<file path="src/rtl/crypto_issue_ctrl.sv">
// EX-stage sequencer for the multi-cycle crypto unit: decodes crypto instructions,
// issues one op per instruction, stalls the core while busy and presents the result for one cycle.
module crypto_issue_ctrl #(
  parameter int XLEN    = 32,
  parameter int TIMEOUT = 64
) (
  input  logic            clk,
  input  logic            reset,
  input  logic            ex_valid,
  input  logic [6:0]      opcode,
  input  logic [4:0]      func5,
  input  logic [2:0]      func3,
  input  logic [XLEN-1:0] rs1_data,
  input  logic [XLEN-1:0] rs2_data,
  input  logic            flush,
  output logic            crypto_start,
  output logic [3:0]      crypto_op,
  output logic [XLEN-1:0] crypto_rs1,
  output logic [XLEN-1:0] crypto_rs2,
  input  logic            crypto_done,
  input  logic [XLEN-1:0] crypto_result,
  output logic            stall,
  output logic            crypto_sel,
  output logic [XLEN-1:0] wb_result,
  output logic            timeout_err
);

  localparam int CNT_W = (TIMEOUT > 2) ? $clog2(TIMEOUT) : 1;
  localparam logic [CNT_W-1:0] CNT_LAST = CNT_W'(TIMEOUT - 1);

  typedef enum logic [1:0] {IDLE, BUSY, DRAIN, DONE} state_t;

  state_t          state;
  logic [CNT_W-1:0] cnt;
  logic [XLEN-1:0] rs1_q;
  logic [XLEN-1:0] rs2_q;
  logic [XLEN-1:0] wb_q;
  logic            terr_q;
  logic [4:0]      dec;
  logic            is_crypto;
  logic [3:0]      dec_op;
  logic            issue;

  // Returns {is_crypto, op}.
  function automatic logic [4:0] decode(input logic [6:0] opc, input logic [4:0] f5,
                                        input logic [2:0] f3);
    logic [4:0] r;
    r = 5'b0_0000;
    if (opc == 7'b0110011) begin
      unique case (f5)
        5'b10101: if (f3 == 3'b000) r = 5'h10;
        5'b10111: if (f3 == 3'b000) r = 5'h11;
        5'b10001: if (f3 == 3'b000) r = 5'h12;
        5'b10011: if (f3 == 3'b000) r = 5'h13;
        5'b00101: if (f3 == 3'b001) r = 5'h14; else if (f3 == 3'b011) r = 5'h15;
        5'b10100: if (f3 == 3'b010) r = 5'h16; else if (f3 == 3'b100) r = 5'h17;
        5'b00100: if (f3 == 3'b001) r = 5'h18; else if (f3 == 3'b101) r = 5'h19;
        default:  r = 5'b0_0000;
      endcase
    end else if (opc == 7'b0010011) begin
      if (f5 == 5'b01000) begin
        if (f3 == 3'b001) r = 5'h1A; else if (f3 == 3'b101) r = 5'h1B;
      end else if (f5 == 5'b10100) begin
        if (f3 == 3'b001) r = 5'h1C; else if (f3 == 3'b101) r = 5'h1D;
      end
    end
    return r;
  endfunction

  always_comb begin
    dec       = decode(opcode, func5, func3);
    is_crypto = dec[4];
    dec_op    = dec[3:0];
    // Reset gating keeps the start pulse quiet while the unit itself is being reset.
    issue     = ~reset & ex_valid & is_crypto & ~flush & (state == IDLE);
  end

  // Operands pass straight through in the issue cycle, then come from the latch.
  assign crypto_start = issue;
  assign crypto_op    = issue ? dec_op : 4'd0;
  assign crypto_rs1   = issue ? rs1_data : rs1_q;
  assign crypto_rs2   = issue ? rs2_data : rs2_q;
  assign stall        = issue | (state == BUSY) | (state == DRAIN);
  assign crypto_sel   = (state == DONE);
  assign wb_result    = wb_q;
  assign timeout_err  = terr_q;

  always_ff @(posedge clk) begin
    if (reset) begin
      state  <= IDLE;
      cnt    <= '0;
      rs1_q  <= '0;
      rs2_q  <= '0;
      wb_q   <= '0;
      terr_q <= 1'b0;
    end else begin
      case (state)
        IDLE: begin
          if (issue) begin
            rs1_q <= rs1_data;
            rs2_q <= rs2_data;
            cnt   <= '0;
            state <= BUSY;
          end
        end
        BUSY: begin
          if (crypto_done) begin
            wb_q  <= crypto_result;
            state <= DONE;
          end else if (flush) begin
            state <= DRAIN;
          end else if (cnt == CNT_LAST) begin
            terr_q <= 1'b1;
            wb_q   <= '0;
            state  <= DONE;
          end else begin
            cnt <= cnt + 1'b1;
          end
        end
        DRAIN: begin
          // The killed op is still in flight; wait it out so its done pulse is not misread.
          if (crypto_done) begin
            state <= IDLE;
          end else if (cnt == CNT_LAST) begin
            terr_q <= 1'b1;
            state  <= IDLE;
          end else begin
            cnt <= cnt + 1'b1;
          end
        end
        DONE:    state <= IDLE;
        default: state <= IDLE;
      endcase
    end
  end

endmodule
</file>
<file path="config.mk">
export PLATFORM = sky130hd
export DESIGN_NAME = crypto_issue_ctrl
export DESIGN_NICKNAME = d
export VERILOG_FILES = /design/src/rtl/crypto_issue_ctrl.sv
export SDC_FILE = /design/constraint.sdc
export NUM_CORES = 1
export LEC_CHECK = 0
export BUFFER_PORTS_ARGS = -buffer_cell sky130_fd_sc_hd__clkbuf_2
export CAP_MARGIN = 5
export CORE_UTILIZATION = 50
export CTS_BUF_LIST = sky130_fd_sc_hd__clkbuf_4
export CTS_CLUSTER_DIAMETER = 120
export DETAILED_ROUTE_END_ITERATION = 10
export GPL_TIMING_DRIVEN = 0
export PLACE_DENSITY = 0.88
export SETUP_SLACK_MARGIN = 0.2
export SLEW_MARGIN = 5
export SYNTH_ARGS = -nofsm -noshare
export SYNTH_HDL_FRONTEND = slang
export SYNTH_SLANG_ARGS = --single-unit
</file>
<file path="constraint.sdc">
create_clock -name clk -period 4.03 [get_ports clk]
set_input_delay 0.2015 -clock clk [delete_from_list [all_inputs] [get_ports clk]]
set_output_delay 0.2015 -clock clk [all_outputs]
set_load 0.05 [all_outputs]
</file>
; Yosys cells after proc, flatten, opt, wreduce, memory -nomap -nowiden
; Cells that the tools add are included.
[totals]
register_bits = 105
in_bits = 116
elab_cells = 93
[op_classes]
addsub = 1
n_eq_ne = 26
mux = 43
bitwise = 8
n_reduce_logical = 9
[op_table]
columns = operator, n
row1 = $mux W32, 5
row2 = $mux W5, 18
row3 = $pmux W5 S7, 1
row4 = $mux W6, 5
row5 = $eq A5 B5 Y1 const B, 5
row6 = $pmux W6 S3, 1
row7 = $mux W2, 6
row8 = $eq A5 B3 Y1 const B, 2
row9 = $ne A2 B2 Y1 const B, 4
row10 = $pmux W2 S4, 1
row11 = $eq A7 B5 Y1 const B, 1
row12 = $eq A7 B6 Y1 const B, 1
row13 = $add A6 B1 Y6 const B, 1
row14 = $eq A3 B2 Y1 const B, 2
row15 = $eq A3 B3 Y1 const B, 2
row16 = $eq A6 B6 Y1 const B, 1
row17 = $reduce_and A3 Y1, 2
row18 = $eq A5 B4 Y1 const B, 1
row19 = $reduce_and A5 Y1, 1
row20 = $and A1 B1 Y1, 4
row21 = $eq A2 B2 Y1 const B, 2
row22 = $mux W1, 4
row23 = $mux W4, 1
row24 = $ne A4 B3 Y1 const B, 1
row25 = 12 further kinds, 15

; Depth between registers and ports, before layout
; Gate-level depths: netlist (run 1).
[logic_depth]
word_depth = 12
mapped_depth = 8
mapped_depth_nobuf = 8

; Worst setup path before layout (run 1)
; No wires, ideal clock.
[synth_timing]
path_type = input-to-output
startpoint = input port func3[1]
endpoint = output port stall
t_arrival_ns = 2.613
path_slack_ns = 1.215
stages = 8
path_cell_list = or4b_4 > o21bai_1 > a2111oi_4 > o211ai_2 > buf_6 > buf_6 > inv_1 > or3_1
[synth_between]
elab_chain_cells = 12
word_cells_on_any_way = 30
[synth_lines]
columns = element, line_no
row1 = from (decl), 12  ; input logic [2:0] func3,
row2 = $eq A3 B3 Y1, "57, 62, 64"
row3 = $mux W5 (2 in a row), 64  ; if (f3 == 3'b001) r = 5'h1C; else if (f3 == 3'b101) r = 5'h1D;
row4 = $mux W5, 63  ; end else if (f5 == 5'b10100) begin
row5 = $mux W5, 61  ; if (f5 == 5'b01000) begin
row6 = $mux W5, 60  ; end else if (opc == 7'b0010011) begin
row7 = $mux W5 *, 49  ; if (opc == 7'b0110011) begin
row8 = $and A1 B1 Y1 * (3 in a row), 75  ; issue = ~reset & ex_valid & is_crypto & ~flush & (state == IDLE);
row9 = via crypto_start, 16  ; output logic crypto_start,
row10 = $or A1 B1 Y1 * (2 in a row), 83  ; assign stall = issue | (state == BUSY) | (state == DRAIN);
row11 = to (decl), 22  ; output logic stall,
; The timed path passes the listed nets; every way through them passes the cells marked *.

; Worst setup path in the final report (run 1)
[layout_timing]
startpoint = input port func3[1]
endpoint = output port crypto_rs2[3]
[layout_between]
elab_chain_cells = 11
word_cells_on_any_way = 29
[layout_lines]
columns = element, line_no
row1 = $eq A3 B3 Y1, "57, 62, 64"
row2 = $mux W5 (2 in a row), 64
row3 = $mux W5, 63
row4 = $mux W5, 61
row5 = $mux W5, 60
row6 = $mux W5 *, 49
row7 = $and A1 B1 Y1 * (3 in a row), 75
row8 = $mux W32 *, 82  ; assign crypto_rs2 = issue ? rs2_data : rs2_q;
row9 = to (decl), 19  ; output logic [XLEN-1:0] crypto_rs2,
; Mark *: on every way between the ends. The rest lies on a longest branch, timed or not.

==> results.yml, run 1 <==
worst_hold_path:
  min-delay-path-class: "in2reg"
detailed_routing:
  drcViolationCount: 0
  top_signal_layer_used: "met4"
  drtAntennaViolNets: 0
  via_count: 4170
  wl_met2_mm: 5.89
  wl_met1_mm: 4.60
  viasPerCell: 5.24
  wire_per_inst_um: 14.3
  drt_first_pass_iters: 4
  wl_met3_um: 533
  drtIter0Drc: 123
  routed_wl_mm: 11.4
floorplanning:
  core_area_um2: 8720
  die_h_um: 96.7
  dieArea_um2: 9360
  die_x_um: 96.7
  io_pins: 220
  start_util: 0.515
  rows: 34
finish:
  layout_commonest_cell: "clkbuf_2"
  nFillCells: 712
  layout_common_cells: "clkbuf_2 (219), dfxtp_1 (105), nor2b_1 (66)"
  syn2layout_area_growth_pct: 33.1
  diodes: 0
  layout.nets: 804
  drive_above_1_share: 0.443
  final_cells: 796
synth:
  synth-warning-count: 0
  syn_area_um2: 4490
  synth_top_family_by_area: "simple AND/OR/NAND/NOR gates"
  synth_compound_area_frac: 0.123
  syn-num-nets: 563
  avgSynthCellArea_um2: 10.2
  yosys-mux-area-fraction: 0.169
  synth-xor-area-share: 0.00195
  ys_types: 46
  synth_adder_area_share: 0.0139
  synth_cells: 442
  synthSimpleGateAreaFrac: 0.186
  ys_seq_area_frac: 0.468
  synth-seq-cells: 105
place:
  dpl.cell_count: 769
  port-buffer-count: 219
  gp_congestion: 0.887
  dp_hpwl_mm: 8.77
  dpl_worst_slack_ps: 1070
global_routing:
  grt_pass1_wl_mm: 18.6
  overflow: 0
  track_usage: 0.239
  grt_max_degree: 18
  first_global_vias: 4149
  antenna_found_initial: 0
pwr:
  ir_drop_mv: 0.222
  leakagePower_nw: 2.86
  swShare: 0.307
  pwr-share-seq: 0.537
  power_density_nw_per_um2: 338
  finalPower_mw: 2.02
  internal_power_mw: 1.40
  p_sw_mw: 0.619
  p_clk_frac: 0.272
  combPwrFrac: 0.191
clocking:
  htree_levels: 3
  cts_resized: 0
  cts_tree: "built"
  cts.path.max_buffers: 2
  cts_buffers: 9
  clk_latency_ps: 430
  cts_root_buffer: "clkbuf_4"
  clk_pin_slew_ps: 160
  numClockSinks: 105
  cts_setup_buffers: 0
worst_setup_path:
  cp.required_ps: 3830
  crit_type: "in2out"
  cp_slowest_stage_delay_ps: 590
  r2r_slack_ps: 2010
  cp_num_buf_inv: 4
  critPathSlowestCell: "or4b_4"
  worstSetupStartpointType: "primary input"
  end_kind: "output pin"
  crit_chain: "clkbuf_2, or4b_4, o21bai_1, a2111oi_4, o211ai_2, buf_6, buf_6, mux2_4, clkbuf_2"
  arrival_ps: 2760
  cpLargestDelayFamily: "compound AO/OA/AOI/OAI gates"
  path_max_fanout: 10
timing:
  hold_viol: 0
  finalSetupTns_ps: 0
  maxSlewViolCount: 0
  final.setup.worst_slack_ps: 1070
  period_share: 0.734
  period_needed_ps: 2960
  finClkSkew_ps: 26.0
  slew_headroom: 0.223
  grt_setup_unrepaired: "no"
  fmax_mhz: 338
  tightest_slew_ps: 1140
  final-setup-viol-count: 0
flow_run:
  maxCapViolations: 0
status:
  status: "complete, no violations"
[Yosys cell counts (all sizes together)]
| cell | number | area share |
|---|---|---|
| or4 | 2 | 0.0033 |
| and3b | 1 | 0.0020 |
| or3 | 3 | 0.0042 |
| and2 | 1 | 0.0014 |
| nor4bb | 1 | 0.0022 |
| nand2 | 9 | 0.0075 |
| o31ai | 3 | 0.0050 |
| a221oi | 2 | 0.0039 |
| or4b | 2 | 0.0053 |
| nor3 | 2 | 0.0022 |
| o311a | 1 | 0.0022 |
| a2111oi | 2 | 0.0081 |
| nor2 | 46 | 0.038 |
| nand3b | 3 | 0.0050 |
| nor2b | 66 | 0.092 |
| o32ai | 4 | 0.0078 |
| o311ai | 1 | 0.0020 |
| o21a | 2 | 0.0033 |
| mux2 | 64 | 0.16 |
| inv | 13 | 0.011 |
| ha | 5 | 0.014 |
| nand3 | 3 | 0.0033 |
| mux2i | 2 | 0.0045 |
| o21bai | 1 | 0.0017 |
| o211ai | 4 | 0.0078 |
| nor3b | 1 | 0.0017 |
| a22oi | 36 | 0.060 |
| buf | 8 | 0.011 |
| dfxtp | 105 | 0.47 |
| a21boi | 1 | 0.0017 |
| or3b | 1 | 0.0020 |
| xnor2 | 1 | 0.0020 |
| clkbuf | 19 | 0.016 |
| a21oi | 9 | 0.010 |
| nor4 | 1 | 0.0014 |
| nand2b | 8 | 0.011 |
| o21ai | 8 | 0.0089 |
| nand4bb | 1 | 0.0025 |
[cell families (layout without fill, tap and decap cells)]
group | after synthesis | in the layout
multiplexers | 66 | 66
flip-flops | 105 | 105
AO/OA/AOI/OAI | 74 | 74
adder cells (fa/ha/maj) | 5 | 5
buffers and inverters | 40 | 286
XOR/XNOR | 1 | 1
AND/OR/NAND/NOR | 151 | 151
[path summary, 6_finish.rpt]
path                     startpoint       endpoint  cells past startpoint
setup / recovery           func3[1]  crypto_rs2[3]                      9
hold / removal    crypto_result[13]  wb_result[13]                      3
setup reg to reg           state[1]       rs2_q[3]                      8
hold reg to reg              cnt[4]         cnt[4]                      2
[timing repair]
action / in CTS / in global routing
setup endpoints to repair: 0 / 0
hold buffers: 9 / 2
hold endpoints to repair: 9 / 2
[sequential cells by signal (all words and copies together), names as in the netlist]
register and flops:
rs1_q 32, rs2_q 32, cnt 6, state 2
wb_result 32, timeout_err 1
[cell type report]
class                           count  area, um^2  area share
Tap cell                          108         135      0.0226
Clock inverter                      6        67.6      0.0113
Buffer                             27         123      0.0205
Clock buffer                       10        75.1      0.0126
Inverter                           13        48.8     0.00817
Multi-Input combinational cell    297        2210       0.371
Timing Repair Buffer              230        1210       0.202
Sequential cell                   105        2100       0.352
[routing by layer]
metal,up-vias,GRT usage
met5,-,0
li1,2021,-
met4,0,0.0964
met2,144,0.430
met1,1975,0.282
met3,30,0.0397
[power groups by stage]
stage               registers, mW  clock network, mW  logic [mW]
global route                 1.09              0.610       0.419
detailed placement           1.10                  0       0.373
floorplan                    1.19                  0       0.164
global placement             1.10                  0       0.360
CTS                          1.08              0.563       0.381
finish                       1.08              0.548       0.385
[metrics by stage]
step	hold slack, ps	area [um^2]	util
after global placement	437	5720	0.656
after global routing	2.31	5970	0.685
after detailed placement	450	5720	0.656
after floorplan	350	4490	-
final	23.5	5970	0.685
after CTS	0.902	5950	0.682
[worst min-delay path, delay by kind of cell]
family,cells,cell delay (ps)
and+or+nand+nor,1,80
buffers and inverters,1,80
AOI/OAI and AO/OA,1,60
Power figures use the tool's default switching activity.
==> run 2, diff against run 1 <==
--- a/config.mk
+++ b/config.mk
@@ -7,12 +7,12 @@
 export LEC_CHECK = 0
 export BUFFER_PORTS_ARGS = -buffer_cell sky130_fd_sc_hd__clkbuf_2
 export CAP_MARGIN = 5
-export CORE_UTILIZATION = 50
+export CORE_UTILIZATION = 48
 export CTS_BUF_LIST = sky130_fd_sc_hd__clkbuf_4
 export CTS_CLUSTER_DIAMETER = 120
 export DETAILED_ROUTE_END_ITERATION = 10
 export GPL_TIMING_DRIVEN = 0
-export PLACE_DENSITY = 0.88
+export PLACE_DENSITY = 0.85
 export SETUP_SLACK_MARGIN = 0.2
 export SLEW_MARGIN = 5
 export SYNTH_ARGS = -nofsm -noshare
==> constraint.sdc (replaced) <==
create_clock -name clk -period 2.8 [get_ports clk]
set_input_delay 0.14 -clock clk [delete_from_list [all_inputs] [get_ports clk]]
set_output_delay 0.14 -clock clk [all_outputs]
set_load 0.05 [all_outputs]
==> run 2 against run 1 <==
Compared with the run above: flip-flop and latch count did not move; largest cell class unchanged; total power rose by 50%; cell area up 7.5%.
==> results.yml, run 2 (synthesis gave the netlist of run 1 again) <==
clocking:
  numClockSinks: 105
  clk_latency_ps: 430
  clk_pin_slew_ps: 170
  cts_tree: "built"
  cts_buffers: 9
  cts_root_buffer: "clkbuf_4"
  cts.path.max_buffers: 2
  htree_levels: 3
global_routing:
  grt_pass1_wl_mm: 19.0
  overflow: 0
  first_global_vias: 4281
  antenna_found_initial: 0
  track_usage: 0.242
  grt_max_degree: 19
timing:
  fmax_mhz: 389
  period_needed_ps: 2570
  finalSetupTns_ps: 0
  maxSlewViolCount: 0
  finClkSkew_ps: 13.5
  tightest_slew_ps: 849
  grt_setup_unrepaired: "yes"
  hold_ws_ps: 35.3
  slew_headroom: 0.433
  final-setup-viol-count: 0
  period_share: 0.918
  hold_viol: 0
worst_setup_path:
  end_kind: "output pin"
  worstSetupStartpointType: "primary input"
  arrival_ps: 2430
  r2r_slack_ps: 830
  r2r-start: "state[0]"
  crit_type: "in2out"
  path_max_fanout: 7
  startpoint: "func5[0]"
  cp.required_ps: 2660
floorplanning:
  core_area_um2: 8890
  die_h_um: 98.7
  io_pins: 220
  start_util: 0.505
  rows: 34
  dieArea_um2: 9740
  die_x_um: 98.7
worst_hold_path:
  min_from: "rs1_data[6]"
  min-delay-path-class: "in2reg"
detailed_routing:
  viasPerCell: 5.23
  drcViolationCount: 0
  routed_wl_mm: 12.0
  via_count: 4307
  wire_per_inst_um: 14.6
  drtIter0Drc: 91
  drt_first_pass_iters: 4
  drtAntennaViolNets: 0
finish:
  syn2layout_area_growth_pct: 43.1
  drive_above_1_share: 0.448
  layout_commonest_cell: "clkbuf_2"
  nFillCells: 627
  layout.nets: 832
  diodes: 0
  layout_common_cells: "clkbuf_2 (159), dfxtp_1 (103), nor2b_1 (65)"
place:
  gp_congestion: 0.845
  port-buffer-count: 219
  dp_hpwl_mm: 8.49
pwr:
  ir_drop_mv: 0.494
  leakagePower_nw: 3.08
  power_density_nw_per_um2: 472
flow_run:
  maxCapViolations: 0
status:
  status: "complete, no violations"
-- run 2: metrics by stage --
step	cells	utilization	setup WS, ps	total power [mW]	instance area (um^2)
CTS	820	0.710	215	3.05	6310
floorplan	442	-	221	1.95	4500
detailed placement	769	0.645	-29.9	2.13	5730
global route	824	0.722	177	3.18	6420
global placement	769	0.645	-24.3	2.11	5730
finish	824	0.722	230	3.03	6420
-- run 2: cell type report --
cell class	instances	area (um^2)	area share
Multi-Input combinational cell	297	2260	0.352
Buffer	27	135	0.0210
Timing Repair Buffer	258	1570	0.245
Sequential cell	105	2100	0.328
Clock inverter	7	101	0.0158
Tap cell	108	135	0.0210
Clock buffer	9	67.6	0.0105
Inverter	13	48.8	0.00760
-- run 2: layer usage --
metal / share of wire / global-route usage
met4: 0.040 / 0.139
met1: 0.39 / 0.266
met2: 0.51 / 0.428
met3: 0.055 / 0.0567
met5: 0 / 0
-- run 2: what timing repair did --
action                                  4_1_cts  5_1_grt
buffers inserted                              2        3
hold buffers                                 32        0
resized for setup                            19       77
gates cloned                                  1        1
pin swaps                                     3        3
endpoints found under the setup margin       70       62
endpoints found under the hold margin        32        0
-- run 2: path summary, 6_finish.rpt --
kind,endpoint,cells after the start
worst max-delay path,crypto_rs2[0],9
worst min-delay path,rs1_q[6],3
worst max register to register,rs2_q[4],9
worst min register to register,timeout_err,2
-- run 2: where the power goes --
group | total, mW | internal (mW) | switching [mW]
Sequential | 1.56 | 1.54 | 0.0235
Combinational | 0.595 | 0.221 | 0.374
Clock | 0.879 | 0.373 | 0.506
Total | 3.03 | 2.13 | 0.904
-- run 2: worst max-delay path: stages --
cell and delay [ps]:
buf_8 100, or4b_4 560, o21bai_4 200, a2111oi_4 440, o211ai_4 190, buf_6 190
buf_12 140, mux2_4 310, buf_8 150
==> run 3, diff against run 2 <==
--- a/config.mk
+++ b/config.mk
@@ -7,12 +7,14 @@
 export LEC_CHECK = 0
 export BUFFER_PORTS_ARGS = -buffer_cell sky130_fd_sc_hd__clkbuf_2
 export CAP_MARGIN = 5
-export CORE_UTILIZATION = 48
+export CELL_PAD_IN_SITES_DETAIL_PLACEMENT = 1
+export CELL_PAD_IN_SITES_GLOBAL_PLACEMENT = 2
+export CORE_UTILIZATION = 27
 export CTS_BUF_LIST = sky130_fd_sc_hd__clkbuf_4
 export CTS_CLUSTER_DIAMETER = 120
 export DETAILED_ROUTE_END_ITERATION = 10
 export GPL_TIMING_DRIVEN = 0
-export PLACE_DENSITY = 0.85
+export PLACE_DENSITY = 0.83
 export SETUP_SLACK_MARGIN = 0.2
 export SLEW_MARGIN = 5
 export SYNTH_ARGS = -nofsm -noshare
==> constraint.sdc (replaced) <==
create_clock -name clk -period 2.8 [get_ports clk]
set_input_delay 0 -clock clk [delete_from_list [all_inputs] [get_ports clk]]
set_output_delay 0 -clock clk [all_outputs]
set_load 0.05 [all_outputs]
==> run 3 against run 2 <==
Compared with the run above: die area is 76% higher; non-clock buffer count is 60 higher; via count is 5.0% higher; cell area is 9.0% higher; core utilization is 29 points lower; sequential power hardly changed; first-iteration DRC count is 15% higher; critical path type unchanged; cell count is 21% higher; global-route usage is 6.1 points lower; setup slack better by 110 ps; highest routed layer unchanged; count of clock-buffer cells in the layout is 2 higher; clock skew is 12 ps higher.
==> results.yml, run 3 (synthesis gave the netlist of run 1 again) <==
detailed_routing:
  via_count: 4521
  wire_per_inst_um: 15.7
  drtIter0Drc: 105
  viasPerCell: 4.54
  drtAntennaViolNets: 0
  routed_wl_mm: 15.6
  drt_first_pass_iters: 4
  drcViolationCount: 0
global_routing:
  track_usage: 0.181
  overflow: 0
  first_global_vias: 4810
  antenna_found_initial: 2
  grt_max_degree: 17
  grt_pass1_wl_mm: 23.6
finish:
  fin_util: 0.436
  syn2layout_area_growth_pct: 56.0
  layout.nets: 892
  drive_above_1_share: 0.399
  layout_commonest_cell: "clkbuf_2"
  layout_common_cells: "clkbuf_2 (215), dfxtp_1 (103), dlygate4sd3_1 (97)"
clocking:
  cts_root_buffer: "clkbuf_4"
  clk_pin_slew_ps: 160
  cts_tree: "built"
  cts_buffers: 9
  clk_latency_ps: 480
  numClockSinks: 105
  htree_levels: 3
  cts.path.max_buffers: 2
worst_hold_path:
  min-delay-path-class: "in2reg"
worst_setup_path:
  crit_type: "in2out"
  crit_chain: "clkbuf_2, or4b_4, o21bai_1, a2111oi_4, o211ai_4, buf_8, buf_6, mux2_4, clkbuf_2"
  cp.required_ps: 2800
  critical_path.most_common_cell: "clkbuf_2"
  critPathSlowestCell: "or4b_4"
  path_max_fanout: 10
  arrival_ps: 2460
  cpLargestDelayFamily: "compound AO/OA/AOI/OAI gates"
  cp_slowest_stage_delay_ps: 580
  cp_num_buf_inv: 4
  worstSetupStartpointType: "primary input"
  end_kind: "output pin"
timing:
  grt_setup_unrepaired: "yes"
  finClkSkew_ps: 25.1
  tightest_slew_ps: 877
  maxSlewViolCount: 0
  period_share: 0.880
  finalSetupTns_ps: 0
  fmax_mhz: 406
  final-setup-viol-count: 0
  final.setup.worst_slack_ps: 335
  period_needed_ps: 2460
  hold_viol: 0
  slew_headroom: 0.414
  hold_ws_ps: 50.5
place:
  gp_congestion: 0.792
  dpl_worst_slack_ps: 141
  port-buffer-count: 219
  dp_hpwl_mm: 10.3
pwr:
  combPwrFrac: 0.229
  swShare: 0.321
  p_clk_frac: 0.242
  internal_power_mw: 2.01
  leakagePower_nw: 3.24
  pwr-share-seq: 0.528
  p_sw_mw: 0.947
  ir_drop_mv: 0.217
  power_density_nw_per_um2: 422
floorplanning:
  rows: 46
  start_util: 0.279
  die_x_um: 131
  die_h_um: 131
  io_pins: 220
  core_area_um2: 16100
  dieArea_um2: 17100
flow_run:
  maxCapViolations: 0
status:
  status: "complete, no violations"
-- run 3: power groups by stage --
stage          Clock, mW  Sequential, mW  Combinational, mW
6_report           0.717            1.56              0.677
3_5_place_dp           0            1.59              0.553
2_1_floorplan          0            1.71              0.236
5_1_grt            0.817            1.57              0.733
4_1_cts            0.758            1.56              0.668
3_3_place_gp           0            1.59              0.535
-- run 3: through the flow --
step	power (mW)	instance area, um^2	cells
after floorplan	1.94	4490	442
after CTS	2.99	6950	990
after detailed placement	2.14	5850	877
final	2.96	7000	995
after global routing	3.12	7000	994
after global placement	2.12	5850	877
-- run 3: what timing repair did --
| item | CTS | global route |
|---|---|---|
| pin swaps | 0 | 2 |
| buffers inserted | 0 | 2 |
| hold buffers | 97 | 0 |
| gates resized for setup | 4 | 9 |
| hold endpoints to repair | 98 | 0 |
| endpoints found under the setup margin | 16 | 57 |
-- run 3: worst register-to-register path: stages, from the launching register on --
cell	delay, ps
dfxtp_2	390
inv_1	70
ha_1	290
a21oi_1	160
nor2_1	60
nor2_1	340
a21boi_0	360
a221oi_1	150
-- run 3: layout make-up --
class,instances,area (um^2)
Sequential cell,105,2100
Timing Repair Buffer,318,2100
Buffer,27,135
Fill cell,1917,9060
Tap cell,216,270
Inverter,13,48.8
Antenna cell,3,7.51
Multi-Input combinational cell,297,2220
Clock inverter,5,30.0
Clock buffer,11,82.6
-- run 3: final timing paths --
| check | startpoint | end | slack [ps] | cells past startpoint |
|---|---|---|---|---|
| max reg2reg | state[1] | cnt[2] | 840 | 7 |
| min | reset | rs2_q[0] | 50 | 3 |
| max | func3[1] | crypto_rs2[1] | 340 | 9 |
| min reg2reg | cnt[4] | cnt[4] | 480 | 2 |
-- run 3: metal layers --
metal,share of wire,vias up,track usage
li1,-,2199,-
met1,0.39,2139,0.194
met2,0.53,149,0.336
met3,0.044,34,0.0379
met4,0.028,0,0.0879
met5,0,-,0
